<file path="src/rtl/instr_fetch_unit.sv">
// Instruction fetch stage: owns the fetch PC, requests words from instruction memory and
// presents them to the IF/ID latch. Define IFETCH_PREFETCH_EN for a 2-entry prefetch buffer.
module instr_fetch_unit #(
   parameter logic [31:0] RESET_PC = 32'hBFC00000
) (
   input  logic        CLK,
   input  logic        RESET,
   input  logic        STALL,
   input  logic        Request_Alt_PC,
   input  logic [31:0] Alt_PC,
   output logic        IMem_Req,
   output logic [31:0] IMem_Addr,
   input  logic        IMem_Ack,
   input  logic        IMem_Rsp_Valid,
   input  logic [31:0] IMem_Rsp_Data,
   output logic [31:0] Instr1_IF,
   output logic [31:0] Instr_PC_IF,
   output logic [31:0] Instr_PC_Plus4_IF,
   output logic        Instr_Valid_IF
);

`ifdef IFETCH_PREFETCH_EN
   localparam int DEPTH = 2;
`else
   localparam int DEPTH = 1;
`endif
   localparam logic [2:0] DEPTH_W = 3'(DEPTH);

   logic [31:0] fpc_q, fpc_d;
   logic [1:0]  out_q, out_d;
   logic [1:0]  drop_q, drop_d;
   logic [1:0]  cnt_q, cnt_d;
   logic [31:0] tag_q [DEPTH];
   logic [31:0] tag_d [DEPTH];
   logic [31:0] instr_q [DEPTH];
   logic [31:0] instr_d [DEPTH];
   logic [31:0] pc_q [DEPTH];
   logic [31:0] pc_d [DEPTH];

   logic        head_valid, consume, accept, rsp, keep;
   logic [2:0]  occ;
   logic [1:0]  tag_base, buf_base;
   logic        unused_alt_lsb;

   assign unused_alt_lsb = ^Alt_PC[1:0];

   always_comb begin
      head_valid = (cnt_q != 2'd0);
      consume    = head_valid && !STALL;
      // A head entry consumed on this edge frees its slot in time for the new request.
      occ        = 3'(out_q) + 3'(cnt_q) - 3'(consume);
      IMem_Req   = RESET && !Request_Alt_PC && (occ < DEPTH_W);
      IMem_Addr  = fpc_q;
      accept     = IMem_Req && IMem_Ack;
      rsp        = IMem_Rsp_Valid && (out_q != 2'd0);
      keep       = rsp && (drop_q == 2'd0) && !Request_Alt_PC;
   end

   always_comb begin
      fpc_d = fpc_q;
      if (Request_Alt_PC) begin
         fpc_d = {Alt_PC[31:2], 2'b00};
      end else if (accept) begin
         fpc_d = fpc_q + 32'd4;
      end

      out_d = out_q + 2'(accept) - 2'(rsp);

      // PC tags of outstanding requests, oldest at index 0.
      tag_d    = tag_q;
      tag_base = out_q - 2'(rsp);
      if (rsp) begin
         for (int i = 0; i + 1 < DEPTH; i++) tag_d[i] = tag_q[i + 1];
      end
      if (accept) begin
         for (int i = 0; i < DEPTH; i++) begin
            if (i == int'(tag_base)) tag_d[i] = fpc_q;
         end
      end

      drop_d = drop_q;
      if (Request_Alt_PC) begin
         drop_d = out_d;
      end else if (rsp && (drop_q != 2'd0)) begin
         drop_d = drop_q - 2'd1;
      end

      instr_d  = instr_q;
      pc_d     = pc_q;
      cnt_d    = cnt_q;
      buf_base = cnt_q - 2'(consume);
      if (Request_Alt_PC) begin
         cnt_d = 2'd0;
      end else begin
         if (consume) begin
            for (int i = 0; i + 1 < DEPTH; i++) begin
               instr_d[i] = instr_q[i + 1];
               pc_d[i]    = pc_q[i + 1];
            end
         end
         if (keep) begin
            for (int i = 0; i < DEPTH; i++) begin
               if (i == int'(buf_base)) begin
                  instr_d[i] = IMem_Rsp_Data;
                  pc_d[i]    = tag_q[0];
               end
            end
         end
         cnt_d = buf_base + 2'(keep);
      end
   end

   always_ff @(posedge CLK or negedge RESET) begin
      if (!RESET) begin
         fpc_q   <= RESET_PC;
         out_q   <= 2'd0;
         drop_q  <= 2'd0;
         cnt_q   <= 2'd0;
         tag_q   <= '{default: '0};
         instr_q <= '{default: '0};
         pc_q    <= '{default: '0};
      end else begin
         fpc_q   <= fpc_d;
         out_q   <= out_d;
         drop_q  <= drop_d;
         cnt_q   <= cnt_d;
         tag_q   <= tag_d;
         instr_q <= instr_d;
         pc_q    <= pc_d;
      end
   end

   always_comb begin
      Instr_Valid_IF    = head_valid;
      Instr1_IF         = 32'd0;
      Instr_PC_IF       = 32'd0;
      Instr_PC_Plus4_IF = 32'd0;
      if (head_valid) begin
         Instr1_IF         = instr_q[0];
         Instr_PC_IF       = pc_q[0];
         Instr_PC_Plus4_IF = pc_q[0] + 32'd4;
      end
   end

endmodule

</file>
<file path="config.mk">
export PLATFORM = sky130hd
export DESIGN_NAME = instr_fetch_unit
export DESIGN_NICKNAME = d
export VERILOG_FILES = /design/src/rtl/instr_fetch_unit.sv
export SDC_FILE = /design/constraint.sdc
export NUM_CORES = 1
export LEC_CHECK = 0
export BUFFER_PORTS_ARGS = -buffer_cell sky130_fd_sc_hd__buf_2
export CAP_MARGIN = 30
export CORE_MARGIN = 2
export CORE_UTILIZATION = 56
export DETAILED_ROUTE_END_ITERATION = 7
export GPL_TIMING_DRIVEN = 0
export PLACE_DENSITY = 0.83
export SLEW_MARGIN = 20
export SYNTH_ARGS = -nofsm -noshare
export SYNTH_HDL_FRONTEND = slang
export SYNTH_SLANG_ARGS = --single-unit
</file>
<file path="constraint.sdc">
create_clock -name CLK -period 5 [get_ports CLK]
set_clock_uncertainty 0.05 [all_clocks]
set_input_delay 1.25 -clock CLK [delete_from_list [all_inputs] [get_ports CLK]]
set_output_delay 1.25 -clock CLK [all_outputs]
set_load 0.01 [all_outputs]
</file>
==> out/summary.txt, run 1 <==
FP Rows = 40
WL final = 18610 um
synth unique cells = 52
share of cells above drive strength 1 = 35.87%
largest net degree at the start of global routing = 75
post-layout min period = 4.355 ns
design area = 0.008626 sq mm
number of vias per cell = 5.700
final hold vios = 0
Root Driver = clkbuf_16
Filler Cell Count = 858
cell taking the most area after synthesis = dfrtp_1
CTS Buffer Depth = 2
cts bufs inserted = 17
maximum fanout along the worst path = 4
vias in the first global route = 5670
final worst slack = 0.6454 ns
Yosys top cell area share = 43.67%
H-tree Lvls = 4
DP Area = 0.008010 sq mm
wl on met1 = 7587 um
slew margin rel. = 51.14%
port bufs = 190
initial antenna violation count = 0
final core occ = 72.11%
Nets = 947
Cell Area, Synth = 0.006819 sq mm
Max IR drop VDD = 0.0002083 V
status = finished, final reports clean
Clock Sinks = 128
Die X = 114.4 um
highest routed layer = met4
P&R area growth vs syn = 26.50%
crit end category = output port
WL/cell = 18.11 um
clock-pin slew on the worst setup and hold paths = 0.06 ns
Max Cap Viol = 0
critical path class = in2out
RSZ-0062 raised after global routing = no
fmax = 229.6 MHz
min-delay src = instr_q[26]$_DFFE_PN0P_
Clock Latency Late Sink = 0.41 ns
die area = 0.01308 sq mm
Cells after Synth = 653
worst slew pin tran = 0.7302 ns
# diodes = 0
Final Max Tran Viols = 0
core area = 0.01196 sq mm
Starting Density = 57.01%
DRT iter0 DRCs = 388
Critical Path Source Type = input port
DRC viols = 0
All-Layer GR Usage = 29.09%
Post-CTS Setup Inserts = 0
Ys Warns = 0
RePlAce Congestion = 0.9193
Hold WC Path Type = reg2reg
flop and latch count out of synthesis = 128
post-placement setup slack = 0.3240 ns
Pleak = 0.004267 uW
Seq/Total Area, Yosys = 47.14%
non-filler cells, final = 1028
CTS tree = built
first-pass GRT wire length = 29350 um
placed insts = 996
Cell Pwr Density = 459.9 mW/mm^2
Syn Area/Cell = 10.44 sq um
crit share post-route = 87.09%
EDFF count, synth = 0
first drt pass iteration count = 5
number of routed nets with antenna violations = 0
Worst Path Required = 3.70 ns
number of setup violations in the final report = 0
hold_buf cts = 0
gr ovfl total = 0
worst path arrival time = 3.05 ns
Worst Setup SP = STALL
met3 WL = 1330 um
met2 WL = 9327 um
fraction of registers with async set/reset = 100.0%
Die Y = 114.4 um
top cells by area, synth = dfrtp_1 44%, mux2_2 7.4%, mux2_1 6.9%, and2_1 5.8%, dfstp_2 3.5%
IO Pins = 200
most common flop cell mapped by yosys = dfrtp_1
reg2reg start = cnt_q[1]$_DFF_PN0_
HPWL after DPL = 13390 um
cts repair resizes = 0
total number of vias = 5860
registers in the layout (all words and copies together), names as in the netlist:
register and count:
drop_q 2, IMem_Addr 30, cnt_q 2, pc_q 30, instr_q 32, tag_q 30
out_q 2
cells by family (layout without fill, tap and decap cells):
group	Yosys count	after routing	share of synthesized area (%)
flops	128	128	47.14
mux	88	88	14.51
buf+inv	60	283	4.312
simple gates	256	256	20.79
other cells	1	6	0.05499
fa+ha+maj	9	9	1.762
compound gates	75	75	6.807
xor+xnor	36	36	4.624
final timing paths:
kind                                        endpoint  slack, ns  cells past startpoint
max                                         IMem_Req       0.65                      9
max reg2reg                    drop_q[1]$_DFFE_PN0P_       1.17                     18
min                          instr_q[26]$_DFFE_PN0P_       0.43                      1
min in group asynchronous  IMem_Addr[16]$_DFFE_PN0P_       0.70                      1
min reg2reg                  instr_q[26]$_DFFE_PN0P_       0.43                      1
max in group asynchronous  IMem_Addr[29]$_DFFE_PN1P_       3.47                      2
cells in the final DEF, fill, tap and decap left out, types with 17 or more instances in the layout:
cell type / n
dfrtp_1: 119
and2_1: 63
nand3_1: 23
mux2_1: 42
nand4_1: 24
xor2_1: 19
clkbuf_1: 17
mux2_2: 45
o21ai_0: 26
nand2_1: 53
nor2_1: 39
clkbuf_16: 17
buf_2: 202
xnor2_1: 17
inv_1: 17
power breakdown:
| part | switching (uW) | total (uW) | internal, uW | leakage [uW] |
|---|---|---|---|---|
| registers | 353 | 1780 | 1430 | 0.00161 |
| logic | 430 | 908 | 478 | 0.00237 |
| clock network | 468 | 1280 | 809 | 0.000283 |
| total | 1250 | 3970 | 2720 | 0.00427 |
final cells by class:
type                       count  area [sq um]  area share (%)
sequential                   128          3214           37.26
clock inverter                13         162.7           1.886
buffer                        41         222.7           2.582
clock buffer                  19         452.9           5.251
inverter                      19         71.32          0.8268
tap                          147         183.9           2.132
multi-input combinational    470          3329           38.60
timing repair buffer         191         988.4           11.46
per-layer routing:
metal / vias up / track usage [%]
met1: 2805 / 36.16
li1: 2713 / -
met5: - / 0
met3: 36 / 6.776
met4: 0 / 9.268
met2: 306 / 50.44
worst max-delay path, cell delays in order:
cell and delay, ns:
buf_2 0.11, or3_1 0.40, nand2_1 0.09, ha_1 0.13
inv_1 0.05, fa_1 0.48, nor4bb_2 0.28, and2_1 0.16
buf_2 0.12
through the flow:
stage / power [uW] / hold WS (ns) / TNS, ns
2_1_floorplan: 2326 / 0.3960 / 0
3_3_place_gp: 2611 / 0.4144 / -7.769
3_5_place_dp: 2683 / 0.4230 / 0
4_1_cts: 3972 / 0.4350 / 0
5_1_grt: 4178 / 0.4548 / 0
6_report: 3967 / 0.4311 / 0
Yosys cell counts (10+ instances only):
library cell,number
clkbuf_1,17
a21oi_1,11
nand3_1,23
and2_1,63
inv_1,17
buf_2,13
dfrtp_1,119
nand4_1,24
mux2_2,45
mux2_1,42
nor2_1,39
or3_1,10
nand2_1,53
o21ai_0,26
xnor2_1,17
nor3_1,11
xor2_1,19
No activity file was read; power rests on OpenSTA's default activity.
==> run 2: changes to the inputs <==
CORE_UTILIZATION = 50   (was 56)
PLACE_DENSITY = 0.76   (was 0.83)
==> out/summary.txt, run 2 (synthesized netlist as in run 1, its figures left out) <==
RePlAce Congestion = 0.9231
CTS tree = built
vias in the first global route = 5302
Clock Sinks = 128
WL final = 17220 um
IO Pins = 200
placed insts = 1025
Final Max Tran Viols = 0
Die X = 120.8 um
final core occ = 64.94%
cts bufs inserted = 17
Max IR drop VDD = 0.0002177 V
cts repair resizes = 0
Pleak = 0.004277 uW
largest net degree at the start of global routing = 102
clock-pin slew on the worst setup and hold paths = 0.05 ns
share of cells above drive strength 1 = 35.64%
DRT iter0 DRCs = 264
final hold vios = 0
# diodes = 0
non-filler cells, final = 1057
maximum fanout along the worst path = 4
max reg flops = 32
number of routed nets with antenna violations = 0
DRC viols = 0
Root Driver = clkbuf_16
HPWL after DPL = 13290 um
number of vias per cell = 5.383
H-tree Lvls = 4
P&R area growth vs syn = 26.62%
critical path class = in2out
leading cell type in the layout, fill and taps excluded = buf_2
first drt pass iteration count = 4
Total Power = 3877 uW
total number of vias = 5690
die area = 0.01459 sq mm
first-pass GRT wire length = 27730 um
slew margin rel. = 49.77%
post-layout min period = 4.347 ns
Starting Density = 51.29%
Die Y = 120.8 um
Post-CTS Setup Inserts = 0
Cell Pwr Density = 449.0 mW/mm^2
WL/cell = 16.29 um
RSZ-0062 raised after global routing = no
Clock Latency Late Sink = 0.41 ns
hold_buf cts = 0
core area = 0.01330 sq mm
All-Layer GR Usage = 24.49%
Hold WC Path Type = reg2reg
crit share post-route = 86.93%
FP Rows = 42
Critical Path Source Type = input port
worst path arrival time = 3.05 ns
number of setup violations in the final report = 0
status = finished, final reports clean
fmax = 230.1 MHz
Worst Path Required = 3.70 ns
crit end category = output port
Hold Slack = 0.4294 ns
Reg with most FFs = instr_q
Max Cap Viol = 0
port bufs = 190
Nets = 947
initial antenna violation count = 0
CTS Buffer Depth = 2
gr ovfl total = 0
worst slew pin tran = 0.7506 ns
most frequent cells in the layout = 202 x buf_2, 119 x dfrtp_1, 63 x and2_1, 53 x nand2_1, 45 x mux2_2
## run 2: cell count changes in the layout (fill, tap and decap cells not counted)
cell,previous run,this run
clkbuf_1,17,19
clkbuf_8,2,1
clkinv_2,2,7
clkinv_4,2,1
clkinvlp_4,6,1
## run 2: report_power, final
group / internal (uW) / leakage (uW) / switching (uW)
sequential: 1430 / 0.00161 / 329
combinational: 477 / 0.00237 / 417
clock: 790 / 0.000293 / 435
total: 2700 / 0.00428 / 1180
## run 2: stage by stage
step	TNS (ns)	cell area (sq um)	setup WS, ns
detailed placement	0	8046	0.3765
global route	0	8635	0.5689
floorplan	0	6838	0.8090
global placement	-8.004	8009	-0.7689
CTS	0	8635	0.6448
finish	0	8635	0.6534
## run 2: cell type report
class,instances,area (sq um)
Multi-Input combinational cell,470,3329
Timing Repair Buffer,191,988.4
Buffer,41,222.7
Clock inverter,12,141.4
Inverter,19,71.32
Sequential cell,128,3214
Fill cell,1119,4661
Clock buffer,20,446.7
Tap cell,176,220.2
## run 2: worst max-delay path, stage by stage
cell	delay, ns
buf_2	0.10
or3_1	0.40
nand2_1	0.09
ha_1	0.13
inv_1	0.05
fa_1	0.48
nor4bb_2	0.28
and2_1	0.15
buf_2	0.12
## run 2: path summary, 6_finish.rpt
| kind | from | endpoint | slack (ns) | cells after the start |
|---|---|---|---|---|
| max | STALL | IMem_Req | 0.65 | 9 |
| min | instr_q[26]$_DFFE_PN0P_ | instr_q[26]$_DFFE_PN0P_ | 0.43 | 1 |
| max reg2reg | cnt_q[1]$_DFF_PN0_ | drop_q[1]$_DFFE_PN0P_ | 1.26 | 18 |
| min reg2reg | instr_q[26]$_DFFE_PN0P_ | instr_q[26]$_DFFE_PN0P_ | 0.43 | 1 |
| max in group asynchronous | RESET | IMem_Addr[31]$_DFFE_PN1P_ | 3.50 | 2 |
| min in group asynchronous | RESET | IMem_Addr[18]$_DFFE_PN0P_ | 0.63 | 1 |
## run 2: routing by layer
layer / vias up / track usage [%] / part of all wire (%)
li1: 2714 / - / -
met1: 2718 / 33.01 / 44
met2: 232 / 38.74 / 47
met4: 0 / 8.866 / 2.0
met5: - / 0 / 0
met3: 26 / 5.708 / 6.9
==> run 3: changes to the inputs <==
MAX_ROUTING_LAYER = met4   (was not set)
==> out/summary.txt, run 3 (synthesized netlist as in run 1, its figures left out) <==
Die X = 120.8 um
Max IR drop VDD = 0.0002186 V
final core occ = 64.94%
core area = 0.01330 sq mm
slew margin rel. = 50.78%
gr ovfl total = 0
port bufs = 190
HPWL after DPL = 13290 um
largest net degree at the start of global routing = 102
vias in the first global route = 5301
WL final = 17310 um
clock-pin slew on the worst setup and hold paths = 0.05 ns
worst path arrival time = 3.04 ns
Cell Pwr Density = 449.4 mW/mm^2
leading cell type in the layout, fill and taps excluded = buf_2
WL/cell = 16.38 um
worst slew pin tran = 0.7356 ns
number of setup violations in the final report = 0
cts repair resizes = 0
RePlAce Congestion = 0.9394
Filler Cell Count = 1119
Clock Latency Late Sink = 0.41 ns
number of vias per cell = 5.421
DRT iter0 DRCs = 290
Setup TNS = 0 ns
post-layout min period = 4.342 ns
Final Max Tran Viols = 0
# diodes = 0
initial antenna violation count = 0
number of routed nets with antenna violations = 0
max reg flops = 32
first drt pass iteration count = 5
Reg with most FFs = instr_q
Hold WC Path Type = reg2reg
crit end category = output port
Worst R2R Setup Slack = 1.27 ns
Post-CTS Setup Inserts = 0
fmax = 230.3 MHz
cts bufs inserted = 17
Worst Path Required = 3.70 ns
reg2reg start = cnt_q[1]$_DFF_PN0_
crit share post-route = 86.85%
Nets = 947
Max Cap Viol = 0
min-delay src = instr_q[26]$_DFFE_PN0P_
Die Y = 120.8 um
Root Driver = clkbuf_16
total number of vias = 5730
Critical Path Source Type = input port
IO Pins = 200
Hold Slack = 0.4298 ns
non-filler cells, final = 1057
most frequent cells in the layout = 202 x buf_2, 119 x dfrtp_1, 63 x and2_1, 53 x nand2_1, 45 x mux2_2
DRC viols = 0
r2r worst-path depth = 18
placed insts = 1025
WHS Endpoint = instr_q[26]$_DFFE_PN0P_
maximum fanout along the worst path = 4
final hold vios = 0
Worst Setup SP = STALL
RSZ-0062 raised after global routing = no
first-pass GRT wire length = 27680 um
die area = 0.01459 sq mm
status = finished, final reports clean
H-tree Lvls = 4
Clock Sinks = 128
CTS tree = built
FF-to-FF End = drop_q[1]$_DFFE_PN0P_
Pleak = 0.004277 uW
critical path class = in2out
FP Rows = 42
hold-critical path depth = 1
P&R area growth vs syn = 26.62%
All-Layer GR Usage = 25.18%
CTS Buffer Depth = 2
hold_buf cts = 0
share of cells above drive strength 1 = 35.64%
Starting Density = 51.29%
run 3: cell counts in the layout (fill, tap and decap cells not counted):
No cell type changed its count.
run 3: through the flow:
stage / area, sq um / setup slack [ns] / power [uW]
detailed placement: 8046 / 0.3765 / 2676
global placement: 8009 / -0.7689 / 2620
finish: 8635 / 0.6575 / 3880
floorplan: 6838 / 0.8090 / 2326
global route: 8635 / 0.5689 / 4121
CTS: 8635 / 0.6448 / 3915
run 3: area by class of cell:
type,count,area [sq um],share of cell area [%]
sequential,128,3214,37.23
multi-input combinational,470,3329,38.56
tap,176,220.2,2.550
buffer,41,222.7,2.579
inverter,19,71.32,0.8260
clock inverter,12,141.4,1.637
timing repair buffer,191,988.4,11.45
clock buffer,20,446.7,5.173
run 3: worst max path at each step:
stage	to	slack (ns)	depth (start not counted)
global placement	drop_q[1]$_DFFE_PN0P_	-0.77	13
global route	IMem_Req	0.57	9
detailed placement	drop_q[1]$_DFFE_PN0P_	0.38	18
CTS	IMem_Req	0.64	9
finish	IMem_Req	0.66	9
floorplan	drop_q[1]$_DFFE_PN0P_	0.81	17
run 3: power breakdown:
group / switching (uW) / leakage (uW) / total [uW] / internal (uW)
Combinational: 417 / 0.00237 / 893 / 477
Clock: 437 / 0.000293 / 1230 / 790
Sequential: 330 / 0.00161 / 1760 / 1430
Total: 1180 / 0.00428 / 3880 / 2700
run 3: metal layers:
metal  track usage (%)  part of all wire (%)  up-vias  wire, um
met5                 -                     0        -         0
met1             33.11                    43     2755      7506
li1                  -                     -     2714         -
met4             8.866                   2.1        0       364
met2             38.81                    48      232      8242
met3             5.425                   6.9       29      1198
run 3: worst max-delay path: stages:
cell and delay (ns):
buf_2 0.10, or3_1 0.40, nand2_1 0.09, ha_1 0.13
inv_1 0.05, fa_1 0.48, nor4bb_2 0.28, and2_1 0.15
buf_2 0.12
